$ cat config.mk
export PLATFORM = sky130hd
export DESIGN_NAME = sipo_register
export DESIGN_NICKNAME = d
export VERILOG_FILES = /design/src/rtl/sipo_register.sv
export SDC_FILE = /design/constraint.sdc
export NUM_CORES = 1
export LEC_CHECK = 0
export BUFFER_PORTS_ARGS = -buffer_cell sky130_fd_sc_hd__buf_2
export CORE_MARGIN = 2
export CORE_UTILIZATION = 44
export DETAILED_ROUTE_END_ITERATION = 8
export PLACE_DENSITY = 0.69
export REMOVE_ABC_BUFFERS = 1
export SYNTH_ARGS = -nofsm -noshare
export SYNTH_HDL_FRONTEND = slang
export SYNTH_SLANG_ARGS = --single-unit
$ cat constraint.sdc
create_clock -name clk -period 1.35 [get_ports clk]
set_clock_uncertainty 0.1 [all_clocks]
set_input_delay 0.0675 -clock clk [delete_from_list [all_inputs] [get_ports clk]]
set_output_delay 0.0675 -clock clk [all_outputs]
set_load 0.1 [all_outputs]
$ cat src/rtl/sipo_register.sv
// Serial-in parallel-out word assembler; word appears on dout 1 clk after its last bit; a word completing while unacked is dropped (overrun).
// Optional SIPO_PARITY_EN appends an even-parity bit per word and adds parity_err.
module sipo_register #(
  parameter int WIDTH     = 4,
  parameter bit MSB_FIRST = 1'b0
) (
  input  logic             clk,
  input  logic             rst,
  input  logic             din,
  input  logic             din_valid,
  input  logic             clear,
  input  logic             dout_ack,
  output logic [WIDTH-1:0] dout,
  output logic             dout_valid,
  output logic             busy,
  output logic             overrun
`ifdef SIPO_PARITY_EN
  ,
  output logic             parity_err
`endif
);

`ifdef SIPO_PARITY_EN
  localparam int N = WIDTH + 1;
`else
  localparam int N = WIDTH;
`endif
  localparam int CW = $clog2(N + 1);
  localparam logic [CW-1:0] LAST = CW'(N - 1);

  typedef enum logic {IDLE, SHIFT} state_t;

  state_t           state, state_next;
  logic [WIDTH-1:0] sr, sr_next, shifted, word;
  logic [CW-1:0]    count, count_next;
  logic             data_bit;
  logic             complete;
  logic             load;
  logic             perr_calc;

  assign complete = din_valid && (count == LAST);
  // A completed word only lands if the previous one is gone or is being acked now.
  assign load     = complete && (!dout_valid || dout_ack);
  assign busy     = (state == SHIFT);

  always_comb begin
    state_next = state;
    count_next = count;
    sr_next    = sr;
    shifted    = MSB_FIRST ? {sr[WIDTH-2:0], din} : {din, sr[WIDTH-1:1]};
`ifdef SIPO_PARITY_EN
    data_bit   = (count != CW'(WIDTH));
    perr_calc  = (^sr) ^ din;
`else
    data_bit   = 1'b1;
    perr_calc  = 1'b0;
`endif
    word       = data_bit ? shifted : sr;
    if (din_valid) begin
      if (data_bit) begin
        sr_next = shifted;
      end
      if (complete) begin
        count_next = '0;
        state_next = IDLE;
      end else begin
        count_next = count + 1'b1;
        state_next = SHIFT;
      end
    end
  end

  always_ff @(posedge clk or negedge rst) begin
    if (!rst) begin
      state      <= IDLE;
      count      <= '0;
      sr         <= '0;
      dout       <= '0;
      dout_valid <= 1'b0;
      overrun    <= 1'b0;
    end else if (clear) begin
      state      <= IDLE;
      count      <= '0;
      sr         <= '0;
      dout       <= '0;
      dout_valid <= 1'b0;
      overrun    <= 1'b0;
    end else begin
      state <= state_next;
      count <= count_next;
      sr    <= sr_next;
      if (load) begin
        dout       <= word;
        dout_valid <= 1'b1;
      end else if (dout_valid && dout_ack) begin
        dout_valid <= 1'b0;
      end
      if (complete && !load) begin
        overrun <= 1'b1;
      end
    end
  end

`ifdef SIPO_PARITY_EN
  always_ff @(posedge clk or negedge rst) begin
    if (!rst) begin
      parity_err <= 1'b0;
    end else if (clear) begin
      parity_err <= 1'b0;
    end else if (load) begin
      parity_err <= perr_calc;
    end else if (dout_valid && dout_ack) begin
      parity_err <= 1'b0;
    end
  end
`endif

endmodule

==> metrics.txt <==
Inserted Clock Buffers=3; Max-Cap Viols=0; Hold Path Class=in -> reg; post-route insts no fill=87; reg2reg setup slack=-1 ps; worst slew pin tran=a little under 500 ps; WL/cell=13.2 um; vias per cell=5.00; WP data arrival=1450 ps; Min Hold Slack=22.2 ps; DR iter-0 viols=12; DR vias=435; Die Width=40.5 um; gr usage total=0.169; Yosys top cell area share=0.554; pin count of the biggest net entering global routing=14; Max Clock Freq=about 740 MHz; CTS root buf=clkbuf_4; Worst VDD drop=around 0.00057 V; crit-path leading delay family=simple AND/OR/NAND/NOR gates; Primary FF master, synth=dfrtp_1; Pre-antenna DRT Iters=4; Synth area leaders=dfrtp_1 (55%), a21oi_1 (6.0%), mux2i_1 (5.1%), or3b_2 (4.5%), o21ai_0 (4.3%); I/O Pins=13; fill cell count=111; Synth async-reset ratio=1.00; share of layout cells above drive strength 1=0.458; cell breakdown of the critical path=ha_4 > nand3b_4 > or3b_4 > a21oi_2; gpl congestion=0.678; RR Startpoint=count[0]; Syn Area/Cell=11.5 sq um; cell count along the critical path=4; core box area=1270 sq um; initial antenna violation count=0; Rel. slew slack=0.679; Synth area leader=dfrtp_1; GR Layer Usage met1=0.235; count leader, synth=dfrtp_1; status=finished with violations; Post-Synthesis Cells=51; FP Rows=13; top post-synthesis cells by count=dfrtp_1 (13), a21oi_1 (7), nor2_1 (5), o21ai_0 (5); Synth Register Bits=13; Layout Area Growth over Synthesis=31.3%; Slew Limit Fails=0; CTS tree=yes; grt met2 use=0.226; placed cell count=79; Final Net Count=80; number of global-route vias before repair=379; Setup Viol. Count Final=1; synthesized area=587 sq um; WP data required=1450 ps; H-tree depth=1; Cell variety after synth=18; Starting Density=0.463; hold path depth=2; PD cells=953 nW/um^2; Post-synth EDFFs=0; origin of the worst min-delay path=clear; Clock Sinks=13; Ys Warns=0; Detailed Route WL=between 1000 and 1500 um; Die Footprint=1640 sq um; hpwl dp=between 700 and 800 um; Slowest-stage cell, CP=dfrtp_1; GR Util met3=0.0333; CP Class=reg -> reg; hold-critical path endpoint=dout[0]; worst setup path startpoint=count[0]; Reg2Reg Depth=4; clk buf depth=2; worst stage delay on the critical path=400 ps; RSZ-0062 raised after global routing=yes; largest fanout on the critical path=6; nature of the critical path endpoint=flop; failing checks=setup timing; drc violations=0; sequential area share after synthesis=0.554; Static Leakage=about 0.38 nW; final hold viol count=0; Final Cycle Share=1.00; Die Y=40.5 um; Final WS setup=-0.983 ps; final critical-path required period=1350 ps; R2R Path End=dout[2]; first-pass GRT wire length=1710 um; clock slew at reported path FFs=80 ps; number of port buffers=12; startpoint types=flop; Buf+Inv Stages, Crit Path=0; GRT overflow=0; DRT antenna net count=0; antenna diode count=0; Most Crowded Layer GR=met1; clk_lat worst skew=270 ps
-- layer usage --
| metal | up-vias | share of wire | wire [um] |
|---|---|---|---|
| li1 | 219 | - | - |
| met1 | 206 | 0.46 | 532 |
| met2 | 10 | 0.50 | 577 |
| met3 | 0 | 0.034 | 39 |
| met4 | 0 | 0 | 0 |
| met5 | - | 0 | 0 |
-- layout by cell type (no fill, tap or decap), drive strengths merged --
cell type,instances
nand2b,3
dlygate4sd3,2
nor2,5
nand3,1
a21oi,7
o21ai,5
clkbuf,4
dfrtp,13
ha,1
or3b,4
a211oi,1
inv,1
o21ba,1
buf,18
mux2i,3
nand3b,2
nor2b,1
-- kinds of logic (layout without fill, tap and decap cells) --
| family | count (synthesis) | count (layout) | synth area share |
|---|---|---|---|
| flops | 13 | 13 | 0.554 |
| fa+ha+maj | 1 | 1 | 0.0213 |
| compound gates | 14 | 14 | 0.132 |
| simple gates | 16 | 16 | 0.190 |
| mux | 3 | 3 | 0.0512 |
| buf+inv | 4 | 25 | 0.0512 |
-- worst max path at each step --
stage	slack, ps	to
3_5_place_dp	-90	dout[1]
6_report	-1	dout[2]
3_3_place_gp	-70	dout[2]
4_1_cts	-4	dout[2]
5_1_grt	-60	dout[0]
2_1_floorplan	-450	dout[1]
-- where the power goes --
part,leakage (nW),internal (W),switching (W),total (W)
clock,0.0150,0.000114,0.000121,0.000236
combinational,0.187,0.0000367,0.0000555,0.0000922
sequential,0.178,0.000399,0.00000764,0.000407
-- final cells by class --
cell class / instances / area [sq um] / area share
inverter: 1 / 3.75 / 0.00487
timing repair buffer: 20 / 125 / 0.162
clock buffer: 4 / 26.3 / 0.0341
tap: 15 / 18.8 / 0.0244
multi-input combinational: 34 / 272 / 0.352
sequential: 13 / 325 / 0.422
-- state kept, by name, summed over array words and instances, names as in the netlist --
register and flops:
busy 1, sr 3, overrun 1, dout_valid 1
count 3, dout 4
-- worst reg2reg max path: stages, from the launching register on --
cell and delay (ps):
dfrtp_1 400, ha_4 160, nand3b_4 100, or3b_4 380, a21oi_2 140
-- through the flow --
stage	power (W)	setup TNS (ps)	area (sq um)	setup WS [ps]	util
4_1_cts	0.000742	-4.52	751	-3.81	0.592
3_5_place_dp	0.000490	-227	669	-90.0	0.528
6_report	0.000734	-0.983	771	-0.983	0.607
5_1_grt	0.000778	-186	771	-57.6	0.607
3_3_place_gp	0.000490	-157	669	-65.5	0.528
2_1_floorplan	0.000452	-1860	561	-454	-
-- what timing repair did --
action                                 in CTS  in global routing
setup buffers                               1                  1
pin swaps                                   5                  2
resized for setup                           7                  5
endpoints found under the hold margin      14                  0
setup endpoints to repair                   4                  4
gates cloned                                0                  0
hold buffers                                2                  0
Power figures use the tool's default switching activity.
